--- src/rtl/fifo_rr_write_arbiter_if.sv ---
// Producer request bus plus FIFO write-side signals shared by the round-robin write arbiter.
// The arbiter drives the master modport; producers and the FIFO sit on the slave modport.
interface fifo_rr_write_arbiter_if #(
   parameter int NUM_REQ    = 4,
   parameter int FIFO_WIDTH = 16
);
   logic [NUM_REQ-1:0]            req_valid;
   logic [NUM_REQ*FIFO_WIDTH-1:0] req_data;
   logic [NUM_REQ-1:0]            req_ready;
   logic [NUM_REQ-1:0]            grant;
   logic                          wr_en;
   logic [FIFO_WIDTH-1:0]         data_in;
   logic                          full;
   logic                          wr_ack;
   logic                          overflow;

   modport master (
      input  req_valid, req_data, full, wr_ack, overflow,
      output req_ready, grant, wr_en, data_in
   );

   modport slave (
      output req_valid, req_data, full, wr_ack, overflow,
      input  req_ready, grant, wr_en, data_in
   );
endinterface

--- src/rtl/fifo_rr_write_arbiter.sv ---
// Round-robin write arbiter: one producer owns the FIFO write port for up to BURST_LEN words,
// and the FIFO's registered wr_ack/overflow responses are checked one cycle behind each write.
module fifo_rr_write_arbiter #(
   parameter int NUM_REQ    = 4,
   parameter int FIFO_WIDTH = 16,
   parameter int BURST_LEN  = 4
) (
   input  logic                   clk,
   input  logic                   rst,
   fifo_rr_write_arbiter_if.master bus,
   output logic                   ovf_err,
   output logic                   ack_err,
   output logic [15:0]            words_written
);
   localparam int IDX_W = (NUM_REQ > 1) ? $clog2(NUM_REQ) : 1;
   localparam int CNT_W = $clog2(BURST_LEN + 1);
   localparam logic [IDX_W-1:0]   LAST_RST = IDX_W'(NUM_REQ - 1);
   localparam logic [CNT_W-1:0]   CNT_LAST = CNT_W'(BURST_LEN - 1);
   localparam logic [CNT_W-1:0]   CNT_ONE  = CNT_W'(1);
   localparam logic [NUM_REQ-1:0] ONE_HOT0 = NUM_REQ'(1);

   typedef enum logic [0:0] {IDLE = 1'b0, BURST = 1'b1} state_t;

   state_t             state_r, state_n_s;
   logic [NUM_REQ-1:0] grant_r, grant_n_s;
   logic [IDX_W-1:0]   owner_r, owner_n_s;
   logic [IDX_W-1:0]   last_owner_r, last_owner_n_s;
   logic [CNT_W-1:0]   count_r, count_n_s;
   logic [IDX_W-1:0]   cand_s, pick_s;
   logic               pick_found_s;
   logic               wr_en_s;
   logic               wr_en_d_r;
   logic               ovf_err_r, ack_err_r;
   logic [15:0]        words_r;

   // Search for the first valid producer starting just after the previous owner.
   always_comb begin
      cand_s       = {IDX_W{1'b0}};
      pick_s       = {IDX_W{1'b0}};
      pick_found_s = 1'b0;
      for (int k = 1; k <= NUM_REQ; k++) begin
         cand_s       = IDX_W'((int'(last_owner_r) + k) % NUM_REQ);
         pick_s       = (!pick_found_s && bus.req_valid[cand_s]) ? cand_s : pick_s;
         pick_found_s = pick_found_s | bus.req_valid[cand_s];
      end
   end

   // Write strobe: the owner's word goes out unless the FIFO is full (stall, never preempt).
   always_comb begin
      wr_en_s = 1'b0;
      if (state_r == BURST) begin
         wr_en_s = bus.req_valid[owner_r] & ~bus.full;
      end else begin
         wr_en_s = 1'b0;
      end
   end

   assign bus.wr_en     = wr_en_s;
   assign bus.req_ready = wr_en_s ? grant_r : {NUM_REQ{1'b0}};
   assign bus.grant     = grant_r;
   assign bus.data_in   = bus.req_data[int'(owner_r) * FIFO_WIDTH +: FIFO_WIDTH];

   // Next-state logic for arbitration and burst progress.
   always_comb begin
      state_n_s      = state_r;
      grant_n_s      = grant_r;
      owner_n_s      = owner_r;
      last_owner_n_s = last_owner_r;
      count_n_s      = count_r;
      case (state_r)
         IDLE: begin
            if (pick_found_s && !bus.full) begin
               state_n_s = BURST;
               owner_n_s = pick_s;
               grant_n_s = ONE_HOT0 << pick_s;
               count_n_s = {CNT_W{1'b0}};
            end else begin
               state_n_s = IDLE;
            end
         end
         BURST: begin
            if (!bus.req_valid[owner_r] || (wr_en_s && (count_r == CNT_LAST))) begin
               state_n_s      = IDLE;
               grant_n_s      = {NUM_REQ{1'b0}};
               last_owner_n_s = owner_r;
               count_n_s      = {CNT_W{1'b0}};
            end else if (wr_en_s) begin
               count_n_s = count_r + CNT_ONE;
            end else begin
               count_n_s = count_r;
            end
         end
         default: begin
            state_n_s = IDLE;
            grant_n_s = {NUM_REQ{1'b0}};
            count_n_s = {CNT_W{1'b0}};
         end
      endcase
   end

   // Arbiter state register; reset makes producer 0 the first in line.
   always_ff @(posedge clk) begin
      if (rst) begin
         state_r      <= IDLE;
         grant_r      <= {NUM_REQ{1'b0}};
         owner_r      <= {IDX_W{1'b0}};
         last_owner_r <= LAST_RST;
         count_r      <= {CNT_W{1'b0}};
      end else begin
         state_r      <= state_n_s;
         grant_r      <= grant_n_s;
         owner_r      <= owner_n_s;
         last_owner_r <= last_owner_n_s;
         count_r      <= count_n_s;
      end
   end

   // Response tracking: every write must see exactly one of wr_ack/overflow next cycle.
   always_ff @(posedge clk) begin
      if (rst) begin
         wr_en_d_r <= 1'b0;
         words_r   <= 16'd0;
         ovf_err_r <= 1'b0;
         ack_err_r <= 1'b0;
      end else begin
         wr_en_d_r <= wr_en_s;
         words_r   <= (wr_en_d_r && bus.wr_ack) ? (words_r + 16'd1) : words_r;
         ovf_err_r <= ovf_err_r | (wr_en_d_r & bus.overflow);
         ack_err_r <= ack_err_r | (wr_en_d_r ? (~bus.wr_ack & ~bus.overflow)
                                             : (bus.wr_ack | bus.overflow));
      end
   end

   assign ovf_err       = ovf_err_r;
   assign ack_err       = ack_err_r;
   assign words_written = words_r;
endmodule

--- src/flat_wrapper.sv ---
// flat-port wrapper written by rule: the top's interface ports become plain ports
module fifo_rr_write_arbiter_flat 
#(
   parameter int NUM_REQ    = 4,
   parameter int FIFO_WIDTH = 16,
   parameter int BURST_LEN  = 4
)
  (clk, rst, ovf_err, ack_err, words_written, bus_req_valid, bus_req_data, bus_full, bus_wr_ack, bus_overflow, bus_req_ready, bus_grant, bus_wr_en, bus_data_in);
  fifo_rr_write_arbiter_if #(.NUM_REQ(NUM_REQ), .FIFO_WIDTH(FIFO_WIDTH)) bus_i ();
  input  logic clk;
  input  logic rst;
  output logic ovf_err;
  output logic ack_err;
  output logic [15:0] words_written;
  input wire logic [$bits(bus_i.req_valid)-1:0] bus_req_valid;
  input wire logic [$bits(bus_i.req_data)-1:0] bus_req_data;
  input wire logic [$bits(bus_i.full)-1:0] bus_full;
  input wire logic [$bits(bus_i.wr_ack)-1:0] bus_wr_ack;
  input wire logic [$bits(bus_i.overflow)-1:0] bus_overflow;
  output wire logic [$bits(bus_i.req_ready)-1:0] bus_req_ready;
  output wire logic [$bits(bus_i.grant)-1:0] bus_grant;
  output wire logic [$bits(bus_i.wr_en)-1:0] bus_wr_en;
  output wire logic [$bits(bus_i.data_in)-1:0] bus_data_in;
  assign bus_i.req_valid = bus_req_valid;
  assign bus_i.req_data = bus_req_data;
  assign bus_i.full = bus_full;
  assign bus_i.wr_ack = bus_wr_ack;
  assign bus_i.overflow = bus_overflow;
  assign bus_req_ready = bus_i.req_ready;
  assign bus_grant = bus_i.grant;
  assign bus_wr_en = bus_i.wr_en;
  assign bus_data_in = bus_i.data_in;
  fifo_rr_write_arbiter #(.NUM_REQ(NUM_REQ), .FIFO_WIDTH(FIFO_WIDTH), .BURST_LEN(BURST_LEN)) u_core (.clk(clk), .rst(rst), .bus(bus_i), .ovf_err(ovf_err), .ack_err(ack_err), .words_written(words_written));
endmodule
--- config.mk ---
export PLATFORM = sky130hd
export DESIGN_NAME = fifo_rr_write_arbiter_flat
export DESIGN_NICKNAME = d
export VERILOG_FILES = /design/src/rtl/fifo_rr_write_arbiter_if.sv /design/src/rtl/fifo_rr_write_arbiter.sv /design/src/flat_wrapper.sv
export SDC_FILE = /design/constraint.sdc
export NUM_CORES = 1
export LEC_CHECK = 0
export ABC_AREA = 0
export CORE_ASPECT_RATIO = 1.75
export CORE_MARGIN = 2
export CORE_UTILIZATION = 37
export CTS_CLUSTER_SIZE = 12
export DETAILED_ROUTE_END_ITERATION = 16
export PLACE_DENSITY = 0.83
export SLEW_MARGIN = 40
export SYNTH_ARGS = -nofsm -noshare
export SYNTH_HDL_FRONTEND = slang
export SYNTH_SLANG_ARGS = --single-unit
--- constraint.sdc ---
create_clock -name clk -period 2.5 [get_ports clk]
set_input_delay 0.5 -clock clk [delete_from_list [all_inputs] [get_ports clk]]
set_output_delay 0.5 -clock clk [all_outputs]
set_load 0.01 [all_outputs]
==> metrics, run 1 <==
unrepaired setup endpoints after global routing no; global placer's final weighted congestion 0.891; clk_skew ~4.1 ps; family with the most delay on the worst path buffers and inverters; met1 global-route usage 22.4%; Clk Latency, worst-skew pair 280 ps; CTS tree done; Finish-stage setup viols 0; number of slew-limit violations in the final report 0; Die ar. roughly 5700 um^2; outcome completed; Post-synth top flop sky130_fd_sc_hd__dfxtp_1; CTS clock-pin slew for the worst setup and hold paths 60 ps; Antenna Diode Count 0; utilization of the core after routing 67.4%; wire per inst 15.7 um; portion of total power attributed to the clock network 32.1%; Clock Path Buffers 2; class of the most critical setup path reg2out; number of buffers inserted by port buffering 115; global-route wire length before repair 9200 um; DRC violations left 0; global-route met3 utilization 6.36%; maximum fanout along the worst path 8; WL final roughly 6000 um; number of detailed-route iterations in the first pass 4; Yosys Warn Count 0; cell area after synthesis 1880 um^2; sequential fraction of the synthesis area 33.1%; number of different library cells in the post-synthesis netlist 36; setup slack of the critical path after layout between 50 and 60 ps; setup_tns 0 ps; cell type contributing the most total cell area after synthesis sky130_fd_sc_hd__dfxtp_1; share of layout cells above drive strength 1 15.4%; max-capacitance violation count 0; HPWL reported at the end of detailed placement 4680 um; Die Wd 57.8 um; Worst IR Drop VDD 0.000393 V; antenna-violating nets left 0; via count of the routed design 2022; CTS buffer count 5; achievable clock frequency 0.409 GHz; CP cell instances buf_12 > mux4_1 > clkdlybuf4s50_1; power share of the sequential group 38.4%; cell leakage power 1.27 nW; die height roughly 98 um; flops & latches, synth 31; number of failing hold endpoints at the final stage 0; proportion of power drawn by combinational gates 29.5%; cell row count 34; initial antenna violation count 0; root buf cell sky130_fd_sc_hd__clkbuf_8; syn nets around 270; vias per inst 5.35; Tightest Pin Transition 520 ps; initial cell density of the core 38.0%; EDFF count, synth 0; Cell Pwr Density 410 nW/um^2; most numerous cell types in the synthesized netlist sky130_fd_sc_hd__dfxtp_1 (31), sky130_fd_sc_hd__nor2_1 (25), sky130_fd_sc_hd__mux4_2 (12); post-route insts no fill about 380; clk sink count 31; cell count after synthesis 190; Avg Synthesized Cell Area 9.88 um^2; crit path buf inv count 2; Cell Int Power 0.00103 W; cell types with the largest area share after synthesis sky130_fd_sc_hd__dfxtp_1 (33%), sky130_fd_sc_hd__mux4_2 (14%), sky130_fd_sc_hd__mux4_1 (7.0%); maximum single-stage delay on the critical path 550 ps; level count of the clock H-tree 2; data arrival time at the worst-slack endpoint 1950 ps; most repeated cell in the gate-level netlist after synthesis sky130_fd_sc_hd__dfxtp_1; type of origin of the critical path flop; final-layout worst hold slack 475 ps; max-slew headroom at the worst pin 65.1%; class of the tightest hold or removal check reg2reg; global routing's busiest layer met2; P_sw 0.000338 W; overall global routing resource usage 20.6%; Tcrit/Tclk final a little over nine tenths; Yosys top cell area share between 30 and 40%; total congestion overflow after global routing 0; CP Capture Type output port; number of buffers inserted for hold repair after clock tree synthesis 0; via count of the first global-routing pass 1948; maximum number of pins on one net before global-route repair 21; fraction of registers with async set/reset 0%; Sw Ratio 24.7%; met2 layer usage reported by global route 36.5%; Boundary Pins between 100 and 150; pre-CTS worst setup slack -319 ps; core box area 4930 um^2; Syn-to-layout area delta 77.1%; drt initial violations 85; Min Clock Period, post-route 2450 ps; crit path max-delay cell type sky130_fd_sc_hd__mux4_1; Critical Path RT approximately 2000 ps; final net count ~400; number of instances in the placed design 368
## registers in the layout, indices dropped and copies added (netlist names)
register and cells:
u_core.ack_err 1, u_core.bus.grant 4, u_core.count_r 3, u_core.last_owner_r 2
u_core.ovf_err 1, u_core.owner_r 2, u_core.state_r 1, u_core.words_written 16
u_core.wr_en_d_r 1
## repair_timing
item                                    CTS  global route
pin swaps                                 1             0
setup buffers                             0             1
resized for setup                        16             5
endpoints found under the setup margin   14             6
cloned                                    0             1
## routing by layer
layer  share of wire [%]  wire length [um]
met1                  38              2260
met2                  49              2930
met3                  11               650
met4                 1.8               108
met5                   0                 0
## logic make-up after synthesis
kind of cell / Yosys count / share of synthesized area, %
and+or+nand+nor: 81 / 21.4
DFF: 31 / 33.1
AOI/OAI and AO/OA: 29 / 11.3
muxes: 21 / 24.0
buffers and inverters: 15 / 3.60
xor gates and xnor gates: 10 / 4.67
adders and majority gates: 3 / 2.00
## path summary, 6_finish.rpt
kind | cells past startpoint | slack (ps) | to | startpoint
max reg2reg | 5 | 480 | u_core.count_r[2] | u_core.owner_r[1]
min | 2 | 480 | u_core.ovf_err | u_core.ovf_err
max | 3 | 50 | bus_data_in[10] | u_core.owner_r[0]
min reg2reg | 2 | 480 | u_core.ovf_err | u_core.ovf_err
## cell type report
class | count | area, um^2
multi-input cells | 144 | 1190
inverters | 7 | 26.3
repair buffers | 134 | 1320
fillers | 374 | 1610
well taps | 54 | 67.6
flip-flops and latches | 31 | 622
clock buffers | 8 | 100
## cells in the final DEF (no fill, tap or decap), drive strengths merged, types with 5 or more instances in the layout
master	synthesis	layout
clkbuf	3	9
nor2b	5	5
mux4	17	17
nand3	10	10
a21oi	10	10
and2	5	5
nand2b	5	5
buf	5	21
nor3	9	9
dfxtp	31	31
o21ai	6	6
nor2	25	25
xnor2	8	8
nand2	8	8
clkdlybuf4s50	0	106
inv	7	7
## power groups by stage
| stage | combinational (W) | sequential (W) | clock (W) |
|---|---|---|---|
| floorplan | 0.000161 | 0.000529 | 0 |
| global placement | 0.000387 | 0.000531 | 0 |
| detailed placement | 0.000395 | 0.000532 | 0 |
| CTS | 0.000395 | 0.000521 | 0.000440 |
| global route | 0.000430 | 0.000525 | 0.000461 |
| finish | 0.000402 | 0.000524 | 0.000438 |
## tightest hold or removal path, cell delays in order, from the launching register on
cell and delay (ps):
sky130_fd_sc_hd__dfxtp_1 330, sky130_fd_sc_hd__a21oi_1 40, sky130_fd_sc_hd__nor2_1 70
## stage by stage
stage | power, W | cell area, um^2
floorplan | 0.000690 | 1880
global placement | 0.000918 | 3190
detailed placement | 0.000926 | 3190
CTS | 0.00136 | 3280
global route | 0.00142 | 3320
finish | 0.00136 | 3320
Note: power is estimated with default switching activity, not from simulation.
==> run 2, diff against run 1 <==
Settings changed: SLEW_MARGIN 40 to 15.
==> results of run 2 <==
The final DEF is identical to that of run 1; final timing and power are the same.
==> run 3, diff against run 2 <==
Settings changed: CAP_MARGIN set to 20, GPL_TIMING_DRIVEN set to 0.
==> run 3 against run 2 <==
Net effect: global-route usage is 0.34 points higher; critical path depth is 3 higher; worst setup slack worse by 33 ps; design area is 2.5% lower; critical path type is now in2out; largest cell class unchanged.
==> metrics, run 3 (same netlist as run 1, synthesis figures left out) <==
most common library cell in the layout ignoring fill and taps sky130_fd_sc_hd__clkdlybuf4s50_1; Min Clock Period, post-route roughly 2500 ps; global-route wire length before repair 9290 um; data arrival time at the worst-slack endpoint 1980 ps; class of the tightest hold or removal check reg2reg; Critical Path RT 2000 ps; global-route met3 utilization a little over 7%; max FFs per register 16; via count of the first global-routing pass 1988; Die ar. 5680 um^2; setup slack of the critical path after layout 20.7 ps; Tcrit/Tclk final between 90% and 100%; clk sink count 31; die height 98.2 um; Clk Latency, worst-skew pair 280 ps; CTS buffer count 5; global placer's final weighted congestion 0.864; initial cell density of the core 38.0%; number of slew-limit violations in the final report 0; number of buffers inserted for hold repair after clock tree synthesis 0; Clock Path Buffers 2; HPWL reported at the end of detailed placement approximately 4700 um; drt initial violations 84; max-slew headroom at the worst pin 53.5%; antenna-violating nets left 0; max-capacitance violation count 0; Die Wd 57.8 um; core box area about 4900 um^2; overall global routing resource usage a little over a fifth; number of failing hold endpoints at the final stage 0; root buf cell sky130_fd_sc_hd__clkbuf_8; total congestion overflow after global routing 0; setup_tns 0 ps; Cell Pwr Density 402 nW/um^2; clk_skew approximately 8.1 ps; utilization of the core after routing 65.7%; CP Capture Type output port; share of layout cells above drive strength 1 11.4%; vias per inst about 5.5; met2 layer usage reported by global route between 30 and 40%; met1 global-route usage roughly 22%; via count of the routed design 2037; cell leakage power around 1.3 nW; outcome completed; Tightest Pin Transition 691 ps; achievable clock frequency 0.403 GHz; wire per inst 16.1 um; number of instances in the placed design 358; final net count 391; maximum fanout along the worst path 7; unrepaired setup endpoints after global routing no; CTS clock-pin slew for the worst setup and hold paths 70 ps; most frequent cells in the layout sky130_fd_sc_hd__clkdlybuf4s50_1 (96), sky130_fd_sc_hd__dfxtp_1 (31), sky130_fd_sc_hd__nor2_1 (24); Antenna Diode Count 0; level count of the clock H-tree 2; DRC violations left 0; initial antenna violation count 0; CTS tree done; Finish-stage setup viols 0; post-route insts no fill 369; number of detailed-route iterations in the first pass 4; Worst IR Drop VDD roughly 0.00044 V; Boundary Pins ~120; global routing's busiest layer met2; final-layout worst hold slack between 400 and 500 ps; type of origin of the critical path primary input; maximum number of pins on one net before global-route repair 11; cell row count 34; class of the most critical setup path in2out; WL final 5940 um; Syn-to-layout area delta 72.7%; pre-CTS worst setup slack -533 ps; number of buffers inserted by port buffering 114
[run 3: cell types whose count changed in the layout (fill, tap and decap cells not counted), moves of 2 or more]
cell                              previous run  this run
sky130_fd_sc_hd__buf_2                       3         1
sky130_fd_sc_hd__buf_4                      17         3
sky130_fd_sc_hd__buf_6                       0         2
sky130_fd_sc_hd__clkdlybuf4s50_1           106        96
sky130_fd_sc_hd__dlygate4sd2_1               1        10
sky130_fd_sc_hd__dlymetal6s2s_1              4         7
[run 3: where the power goes]
group          switching (W)  total [W]  internal (W)  leakage [nW]
clock network       0.000180   0.000395      0.000216        0.0470
registers          0.0000112   0.000518      0.000507         0.251
logic               0.000138   0.000390      0.000252         0.965
[run 3: worst paths after layout]
path / start / end / slack [ps] / depth (start not counted)
setup / recovery: bus_req_valid[3] / bus_req_ready[0] / 20 / 6
hold / removal: u_core.ovf_err / u_core.ovf_err / 480 / 2
hold reg to reg: u_core.ovf_err / u_core.ovf_err / 480 / 2
setup reg to reg: u_core.owner_r[1] / u_core.count_r[2] / 520 / 5
[run 3: per-stage QoR]
step / power [W] / instance area, um^2
finish: 0.00130 / 3240
global route: 0.00136 / 3240
CTS: 0.00132 / 3220
detailed placement: 0.000911 / 3090
global placement: 0.000902 / 3090
floorplan: 0.000690 / 1880
[run 3: worst max-delay path, stage by stage]
cell	delay, ps
sky130_fd_sc_hd__clkdlybuf4s15_1	280
sky130_fd_sc_hd__mux4_2	540
sky130_fd_sc_hd__nand2_1	120
sky130_fd_sc_hd__nor2_2	70
sky130_fd_sc_hd__and2_1	180
sky130_fd_sc_hd__dlygate4sd2_1	290
[run 3: final cells by class]
class | instances | area, um^2
Buffer | 8 | 58.8
Clock buffer | 6 | 82.6
Clock inverter | 1 | 5.00
Fill cell | 413 | 1690
Inverter | 7 | 26.3
Multi-Input combinational cell | 144 | 1190
Sequential cell | 31 | 621
Tap cell | 54 | 67.6
Timing Repair Buffer | 118 | 1190
[run 3: what timing repair did]
item | 4_1_cts | 5_1_grt
endpoints found under the setup margin | 14 | 8
hold endpoints to repair | 0 | 0
gates resized for setup | 18 | 8
buffers inserted | 4 | 0
[run 3: per-layer routing]
| metal | up-vias | routed length [um] |
|---|---|---|
| met3 | 9 | 734 |
| met5 | - | 0 |
| met4 | 0 | 95 |
| li1 | 955 | - |
| met1 | 954 | 2140 |
| met2 | 119 | 2970 |
